==> config.mk <==
export PLATFORM = sky130hd
export DESIGN_NAME = pre_memory_stage_flat
export DESIGN_NICKNAME = d
export VERILOG_FILES = /design/src/rtl/pre_memory_stage_pkg.sv /design/src/rtl/pre_memory_stage_if.sv /design/src/rtl/pre_memory_stage_mem_align.sv /design/src/rtl/pre_memory_stage.sv /design/src/flat_wrapper.sv
export SDC_FILE = /design/constraint.sdc
export NUM_CORES = 1
export LEC_CHECK = 0
export CAP_MARGIN = 20
export CORE_MARGIN = 2
export CORE_UTILIZATION = 48
export CTS_CLUSTER_DIAMETER = 40
export DETAILED_ROUTE_END_ITERATION = 10
export PLACE_DENSITY = 0.88
export SYNTH_ARGS = -nofsm -noshare
export SYNTH_HDL_FRONTEND = slang
export SYNTH_HIERARCHICAL = 1
export SYNTH_SLANG_ARGS = --single-unit
==> constraint.sdc <==
create_clock -name clk -period 7.85 [get_ports clk]
set_input_delay 1.57 -clock clk [delete_from_list [all_inputs] [get_ports clk]]
set_output_delay 1.57 -clock clk [all_outputs]
set_load 0.02 [all_outputs]
==> src/rtl/pre_memory_stage_pkg.sv <==
// Shared types for the pre-memory stage: pipeline buses, op encodings,
// exception codes and the data-request FSM state.
package pre_memory_stage_pkg;

    // One-hot load op bit positions
    localparam int LD_LB  = 0;
    localparam int LD_LBU = 1;
    localparam int LD_LH  = 2;
    localparam int LD_LHU = 3;
    localparam int LD_LW  = 4;
    localparam int LD_LWL = 5;
    localparam int LD_LWR = 6;
    localparam int NUM_LD = 7;

    // One-hot store op bit positions
    localparam int ST_SB  = 0;
    localparam int ST_SH  = 1;
    localparam int ST_SW  = 2;
    localparam int ST_SWL = 3;
    localparam int ST_SWR = 4;
    localparam int NUM_ST = 5;

    typedef logic [NUM_LD-1:0] load_op_t;
    typedef logic [NUM_ST-1:0] store_op_t;

    localparam logic [4:0] EXCCODE_ADEL = 5'd4;
    localparam logic [4:0] EXCCODE_ADES = 5'd5;

    localparam logic [1:0] SIZE_BYTE = 2'd0;
    localparam logic [1:0] SIZE_HALF = 2'd1;
    localparam logic [1:0] SIZE_WORD = 2'd2;

    typedef struct packed {
        logic        ex;
        logic        bd;
        logic [4:0]  exccode;
        logic [31:0] badvaddr;
    } exception_t;

    typedef struct packed {
        logic ex;
        logic eret;
    } pipeline_flush_t;

    typedef struct packed {
        logic        valid;
        load_op_t    load_op;
        store_op_t   store_op;
        logic        op_mfc0;
        logic        op_tlb;
        logic [4:0]  dest;
        logic [31:0] alu_result;
        logic [31:0] rt_value;
        exception_t  exception;
    } es_to_pms_bus_t;

    typedef struct packed {
        logic        valid;
        load_op_t    load_op;
        logic        op_mfc0;
        logic        op_tlb;
        logic [4:0]  dest;
        logic [31:0] result;
        logic [31:0] rt_value;
        exception_t  exception;
    } pms_to_ms_bus_t;

    typedef struct packed {
        logic        op_mfc0;
        logic        res_from_mem;
        logic        op_tlb;
        logic [4:0]  dest;
        logic [31:0] result;
    } pms_forward_bus_t;

    typedef enum logic [1:0] {IDLE, REQ, DONE, CANCEL} pms_state_t;

endpackage

==> src/rtl/pre_memory_stage_if.sv <==
// Data-SRAM request channel: PMS drives the request, memory answers addr_ok.
interface pre_memory_stage_if;
    logic        data_req;
    logic        data_wr;
    logic [1:0]  data_size;
    logic [31:0] data_addr;
    logic [3:0]  data_wstrb;
    logic [31:0] data_wdata;
    logic        data_addr_ok;

    modport master (
        output data_req, data_wr, data_size, data_addr, data_wstrb, data_wdata,
        input  data_addr_ok
    );

    modport slave (
        input  data_req, data_wr, data_size, data_addr, data_wstrb, data_wdata,
        output data_addr_ok
    );
endinterface

==> src/rtl/pre_memory_stage_mem_align.sv <==
// pms_mem_align: pure combinational translation of a load/store op plus
// address and rt into SRAM size, aligned address, byte strobes, lane data
// and alignment faults.
module pms_mem_align
    import pre_memory_stage_pkg::*;
(
    input  load_op_t    load_op,
    input  store_op_t   store_op,
    input  logic [31:0] addr,
    input  logic [31:0] rt,
    output logic [1:0]  size,
    output logic [31:0] req_addr,
    output logic [3:0]  strobe,
    output logic [31:0] wdata,
    output logic        adel,
    output logic        ades
);
    logic [1:0] a;
    logic       partial;
    logic [4:0] shl_amt, shr_amt;

    assign a       = addr[1:0];
    assign shl_amt = {a, 3'b000};
    assign shr_amt = {~a, 3'b000};   // 8*(3-a)

    // Unaligned-word ops always fetch the whole aligned word; lanes pick bytes.
    assign partial  = load_op[LD_LWL] | load_op[LD_LWR] | store_op[ST_SWL] | store_op[ST_SWR];
    assign req_addr = partial ? {addr[31:2], 2'b00} : addr;

    assign adel = ((load_op[LD_LH] | load_op[LD_LHU]) & a[0]) | (load_op[LD_LW] & (|a));
    assign ades = (store_op[ST_SH] & a[0]) | (store_op[ST_SW] & (|a));

    // Access size; the partial-word ops travel as full words.
    always_comb begin
        size = SIZE_WORD;
        if (load_op[LD_LB] | load_op[LD_LBU] | store_op[ST_SB])
            size = SIZE_BYTE;
        else if (load_op[LD_LH] | load_op[LD_LHU] | store_op[ST_SH])
            size = SIZE_HALF;
    end

    // Byte enables and lane-aligned store data; loads drive neither.
    always_comb begin
        strobe = 4'b0000;
        wdata  = 32'h0;
        if (store_op[ST_SB]) begin
            strobe = 4'b0001 << a;
            wdata  = {4{rt[7:0]}};
        end else if (store_op[ST_SH]) begin
            strobe = a[1] ? 4'b1100 : 4'b0011;
            wdata  = {2{rt[15:0]}};
        end else if (store_op[ST_SW]) begin
            strobe = 4'b1111;
            wdata  = rt;
        end else if (store_op[ST_SWL]) begin
            strobe = 4'b1111 >> ~a;
            wdata  = rt >> shr_amt;
        end else if (store_op[ST_SWR]) begin
            strobe = 4'b1111 << a;
            wdata  = rt << shl_amt;
        end
    end
endmodule

==> src/rtl/pre_memory_stage.sv <==
// pre_memory_stage: execute->memory stage. Registers the EXE bus, flags
// unaligned accesses, issues and holds the data-SRAM request, and reports
// requests that were already accepted when their instruction got flushed.
module pre_memory_stage
    import pre_memory_stage_pkg::*;
#(
    parameter bit ALLOW_UNALIGNED = 1'b0
) (
    input  logic               clk,
    input  logic               resetn,
    input  logic               ms_allowin,
    output logic               pms_allowin,
    input  es_to_pms_bus_t     es_to_pms_bus,
    output pms_to_ms_bus_t     pms_to_ms_bus,
    output pms_forward_bus_t   pms_forward_bus,
    output logic               pms_wr_disable,
    input  logic               wr_disable,
    input  pipeline_flush_t    pipeline_flush,
    pre_memory_stage_if.master data_if,
    output logic               pms_req_cancel
);
    es_to_pms_bus_t pms_r;          // .valid is the stage valid bit
    pms_state_t     state, state_nxt;
    logic           pms_valid, flush, addr_ok;
    logic           mem_op, in_req, req, pms_ready_go;
    logic [1:0]     al_size;
    logic [31:0]    al_addr, al_wdata;
    logic [3:0]     al_strobe;
    logic           al_adel, al_ades;
    exception_t     exc;

    assign pms_valid = pms_r.valid;
    assign flush     = pipeline_flush.ex | pipeline_flush.eret;
    assign addr_ok   = data_if.data_addr_ok;

    pms_mem_align u_align (
        .load_op  (pms_r.load_op),
        .store_op (pms_r.store_op),
        .addr     (pms_r.alu_result),
        .rt       (pms_r.rt_value),
        .size     (al_size),
        .req_addr (al_addr),
        .strobe   (al_strobe),
        .wdata    (al_wdata),
        .adel     (al_adel),
        .ades     (al_ades)
    );

    // Upstream exception wins; otherwise raise AdEL/AdES keeping bd.
    always_comb begin
        exc = pms_r.exception;
        if (!pms_r.exception.ex && !ALLOW_UNALIGNED && (al_adel || al_ades)) begin
            exc.ex       = 1'b1;
            exc.exccode  = al_adel ? EXCCODE_ADEL : EXCCODE_ADES;
            exc.badvaddr = pms_r.alu_result;
        end
    end

    assign mem_op = pms_valid && ((|pms_r.load_op) || (|pms_r.store_op)) && !exc.ex && !wr_disable;
    // IDLE with a pending op already behaves as REQ so the request goes out this cycle.
    assign in_req = (state == REQ) || (state == IDLE && mem_op);

    // Stage register; flush beats latching, payload is held when only valid drops.
    always_ff @(posedge clk or negedge resetn) begin
        if (!resetn)
            pms_r <= '0;
        else if (flush)
            pms_r.valid <= 1'b0;
        else if (es_to_pms_bus.valid && pms_allowin)
            pms_r <= es_to_pms_bus;
        else if (pms_ready_go && ms_allowin)
            pms_r.valid <= 1'b0;
    end

    // Request FSM state register.
    always_ff @(posedge clk or negedge resetn) begin
        if (!resetn) state <= IDLE;
        else         state <= state_nxt;
    end

    // Request FSM next state.
    always_comb begin
        state_nxt = state;
        case (state)
            IDLE, REQ: begin
                if (in_req) begin
                    if (flush)        state_nxt = addr_ok ? IDLE : CANCEL;
                    else if (addr_ok) state_nxt = ms_allowin ? IDLE : DONE;
                    else              state_nxt = REQ;
                end
            end
            DONE:    if (flush || ms_allowin) state_nxt = IDLE;
            CANCEL:  if (addr_ok)             state_nxt = IDLE;
            default: state_nxt = IDLE;
        endcase
    end

    // Request FSM outputs: request strobe, stage ready, cancel pulse.
    always_comb begin
        req            = in_req || (state == CANCEL);
        pms_ready_go   = !mem_op || (in_req && addr_ok) || (state == DONE);
        pms_req_cancel = (in_req && flush && addr_ok)
                      || (state == DONE && flush)
                      || (state == CANCEL && addr_ok);
    end

    assign pms_allowin = (!pms_valid || (pms_ready_go && ms_allowin)) && (state != CANCEL);

    assign data_if.data_req   = req;
    assign data_if.data_wr    = req && (|pms_r.store_op);
    assign data_if.data_size  = req ? al_size   : 2'd0;
    assign data_if.data_addr  = req ? al_addr   : 32'h0;
    assign data_if.data_wstrb = req ? al_strobe : 4'h0;
    assign data_if.data_wdata = req ? al_wdata  : 32'h0;

    assign pms_wr_disable = pms_valid && exc.ex;

    // MEM bus and decode forwarding; forward fields vanish when the stage is empty.
    always_comb begin
        pms_to_ms_bus           = '0;
        pms_to_ms_bus.valid     = pms_valid && pms_ready_go;
        pms_to_ms_bus.load_op   = pms_r.load_op;
        pms_to_ms_bus.op_mfc0   = pms_r.op_mfc0;
        pms_to_ms_bus.op_tlb    = pms_r.op_tlb;
        pms_to_ms_bus.dest      = pms_r.dest;
        pms_to_ms_bus.result    = pms_r.alu_result;
        pms_to_ms_bus.rt_value  = pms_r.rt_value;
        pms_to_ms_bus.exception = exc;

        pms_forward_bus = '0;
        if (pms_valid) begin
            pms_forward_bus.op_mfc0      = pms_r.op_mfc0;
            pms_forward_bus.res_from_mem = |pms_r.load_op;
            pms_forward_bus.op_tlb       = pms_r.op_tlb;
            pms_forward_bus.dest         = pms_r.dest;
            pms_forward_bus.result       = pms_r.alu_result;
        end
    end
endmodule

==> src/flat_wrapper.sv <==
// flat-port wrapper written by rule: the top's interface ports become plain ports
module pre_memory_stage_flat import pre_memory_stage_pkg::*;
#(
    parameter bit ALLOW_UNALIGNED = 1'b0
)
  (clk, resetn, ms_allowin, pms_allowin, es_to_pms_bus, pms_to_ms_bus, pms_forward_bus, pms_wr_disable, wr_disable, pipeline_flush, pms_req_cancel, data_if_data_req, data_if_data_wr, data_if_data_size, data_if_data_addr, data_if_data_wstrb, data_if_data_wdata, data_if_data_addr_ok);
  pre_memory_stage_if data_if_i ();
  input  logic clk;
  input  logic resetn;
  input  logic ms_allowin;
  output logic pms_allowin;
  input  es_to_pms_bus_t es_to_pms_bus;
  output pms_to_ms_bus_t pms_to_ms_bus;
  output pms_forward_bus_t pms_forward_bus;
  output logic pms_wr_disable;
  input  logic wr_disable;
  input  pipeline_flush_t pipeline_flush;
  output logic pms_req_cancel;
  output wire logic [$bits(data_if_i.data_req)-1:0] data_if_data_req;
  output wire logic [$bits(data_if_i.data_wr)-1:0] data_if_data_wr;
  output wire logic [$bits(data_if_i.data_size)-1:0] data_if_data_size;
  output wire logic [$bits(data_if_i.data_addr)-1:0] data_if_data_addr;
  output wire logic [$bits(data_if_i.data_wstrb)-1:0] data_if_data_wstrb;
  output wire logic [$bits(data_if_i.data_wdata)-1:0] data_if_data_wdata;
  input wire logic [$bits(data_if_i.data_addr_ok)-1:0] data_if_data_addr_ok;
  assign data_if_data_req = data_if_i.data_req;
  assign data_if_data_wr = data_if_i.data_wr;
  assign data_if_data_size = data_if_i.data_size;
  assign data_if_data_addr = data_if_i.data_addr;
  assign data_if_data_wstrb = data_if_i.data_wstrb;
  assign data_if_data_wdata = data_if_i.data_wdata;
  assign data_if_i.data_addr_ok = data_if_data_addr_ok;
  pre_memory_stage #(.ALLOW_UNALIGNED(ALLOW_UNALIGNED)) u_core (.clk(clk), .resetn(resetn), .ms_allowin(ms_allowin), .pms_allowin(pms_allowin), .es_to_pms_bus(es_to_pms_bus), .pms_to_ms_bus(pms_to_ms_bus), .pms_forward_bus(pms_forward_bus), .pms_wr_disable(pms_wr_disable), .wr_disable(wr_disable), .pipeline_flush(pipeline_flush), .data_if(data_if_i), .pms_req_cancel(pms_req_cancel));
endmodule
==> results_dict.tcl <==
set metrics [dict create \
    outcome "complete, but fails checks" \
    violations "DRC" \
    hp-class "register to register" \
    p_sw_mw 1.16 \
    switching_share_pct 37.1 \
    grt_antenna_before_repair 0 \
    tightest_slew_ns 0.934 \
    cts_setup_buffers 0 \
    rsz0062_at_grt "false" \
    crit_top_cell "nor2_1" \
    crit_family "simple AND/OR/NAND/NOR gates" \
    fill_cells 1317 \
    stdcell_count 1283 \
    setup.worst_path.start "u_core/pms_r[111]" \
    fmax_ghz 0.174 \
    clock-sinks 125 \
    max-slew-margin-rel_pct 37.8 \
    dr.pass1.iters 11 \
    cts_tree "yes" \
    synth_edf_count 0 \
    rows 49 \
    clkTransAtPathRegs_ns 0.06 \
    syn_area_mm2 0.00890 \
    crit_path_start_kind "register" \
    fin_area_mm2 0.0123 \
    synthCells 812 \
    ctsResizeCount 0 \
    pwr-share-seq_pct 31.0 \
    final_antenna_net_count 0 \
    synthArstFlopShare_pct 100 \
    die_x_um 140 \
    p_per_area_mw_per_mm2 255 \
    multi_input_area_mm2 0.00453 \
    clock_latency_ns 0.42 \
    die-area_mm2 0.0196 \
    grt_pass1_vias 7265 \
    layout_common_cells "clkdlybuf4s50_1, dfrtp_1, and2_1" \
    p_int_mw 1.97 \
    crit_chain "nor2_1, nor2_1, nor4_2, a41o_2, buf_12, a21boi_0, clkdlybuf4s50_1" \
    track_usage_pct 27.0 \
    io_buffers 362 \
    detailed_place.area_mm2 0.0116 \
    period_share_pct 73.4 \
    r2r-start "u_core/pms_r[111]" \
    avgViaCountPerCell 5.46 \
    maxCapViolCount 0 \
    gp_congestion 0.922 \
    wl_um 27000 \
    critPathMaxStageDelay_ns 0.65 \
    critPathSlowestCell "clkdlybuf4s50_1" \
    post-place-cells 1249 \
    clockBufferDepth 2 \
    area_growth_syn_to_layout_pct 38.0 \
    ys_types 57 \
    layout_commonest_cell "clkdlybuf4s50_1" \
    cts_buffers 17 \
    layout-drive-gt1-share_pct 19.1 \
    nets 1171 \
    yosysSeqAreaShare_pct 35.2 \
    dp_hpwl_um 19100 \
    p_comb_share_pct 44.0 \
    p_clk_share_pct 25.1 \
    fin_tns_setup_ns 0 \
    finalCriticalPeriod_ns 5.76 \
    critPathCaptureType "output port" \
    final_hold_viol_count 0 \
    postCtsHoldBufs 0 \
    critPathArrivalTime_ns 4.19 \
    crit_type "register to output port" \
    synth_seq_cells 125 \
    ys.flop_type "dfrtp_1" \
    ys_warn_count 6 \
    die_height_um 140 \
    grt_overflow 0 \
    io_pins 363 \
    htree_levels 4 \
    ir_drop_mv 0.156 \
    path_buf_inv 2 \
    wl_per_cell_um 21.0 \
    num_antenna_cells 0 \
    first_iter_violations 599 \
    skew_ns 0.0136 \
    crit_fanout 44 \
    power.static_leakage_nw 4.99 \
    fp.coreArea_mm2 0.0181 \
    synth_nets 942 \
    grt_max_degree 122 \
    seqCellArea_mm2 0.00313 \
    drv_slew 0 \
    vias 7007 \
    hold_start "u_core/pms_r[30]" \
    drc 18 \
    finalSetupViolations 0 \
    grt_first_pass_wirelength_um 41900 \
    critPathRequiredTime_ns 6.28 \
    start_util_pct 49.2 \
    avgSynthCellArea_um2 11.0 \
    root_buffer "clkbuf_16" \
]
cell type report:
cell class                      instances  area share, %
Sequential cell                       125           25.5
Clock inverter                         13           1.17
Clock buffer                           19           3.61
Timing Repair Buffer                  370           30.4
Multi-Input combinational cell        522           36.9
Inverter                                5          0.173
Tap cell                              229           2.33
worst paths after layout:
path / to / slack (ns) / depth (start not counted)
worst min-delay path: u_core/pms_r[30] / 0.50 / 1
max in group asynchronous: u_core/pms_to_ms_bus[71] / 5.75 / 3
worst max-delay path: data_if_data_wr / 2.09 / 7
worst min register to register: u_core/pms_r[30] / 0.50 / 1
worst max register to register: u_core/pms_to_ms_bus[100] / 4.35 / 7
min in group asynchronous: u_core/pms_to_ms_bus[50] / 1.08 / 1
cell usage after synthesis, types with 5 or more instances:
master	number	share of area, %
mux2_4	81	14
buf_12	10	2.2
nor3_1	24	1.3
a221oi_1	7	0.69
a22oi_1	12	1.0
o21ai_0	18	1.0
a22o_1	8	0.79
mux2i_1	29	3.3
mux2_2	63	8.0
buf_2	9	0.51
buf_4	115	9.7
nor2b_1	25	1.8
and2_1	120	8.4
dfrtp_1	125	35
mux2_1	9	1.1
nand2_1	18	0.76
clkbuf_1	18	0.76
o21ai_1	7	0.39
a21oi_1	17	0.96
nor2_1	15	0.63
nand3_1	5	0.28
o2bb2ai_1	12	1.2
cell families (layout without fill, tap and decap cells):
kind of cell	count (synthesis)	after routing	synth area share, %
DFF	125	125	35.2
buffers and inverters	165	407	14.1
and+or+nand+nor	229	229	15.2
AOI/OAI and AO/OA	110	110	9.22
muxes	183	183	26.3
through the flow:
step           util, %  worst slack (ns)  hold slack (ns)  power (mW)
2_1_floorplan        -              3.52            0.452        1.89
3_5_place_dp      64.4              2.06            0.486        2.33
6_report          67.9              2.09            0.495        3.13
4_1_cts           67.6              1.98            0.499        3.13
5_1_grt           67.9              1.85            0.516        3.25
3_3_place_gp      64.4              2.21            0.464        2.31
flip-flops by register name (all words and copies together), names as in the netlist:
signal	cells
u_core/pms_to_ms_bus	79
u_core/pms_r	43
u_core/state	2
u_core/pms_valid	1
layer usage:
metal	vias up	global-route usage, %	wire length, µm
li1	3201	-	-
met2	347	47.1	13600
met5	-	0	0
met3	49	6.91	2030
met1	3410	32.1	10500
met4	0	10.4	804
power by group through the flow:
stage	clock (mW)	combinational (mW)	sequential (mW)
after CTS	0.798	1.37	0.965
after global placement	0	1.34	0.966
after detailed placement	0	1.36	0.972
after global routing	0.821	1.44	0.992
after floorplan	0	0.993	0.893
final	0.783	1.37	0.968
(Power assumes the default switching activity.)
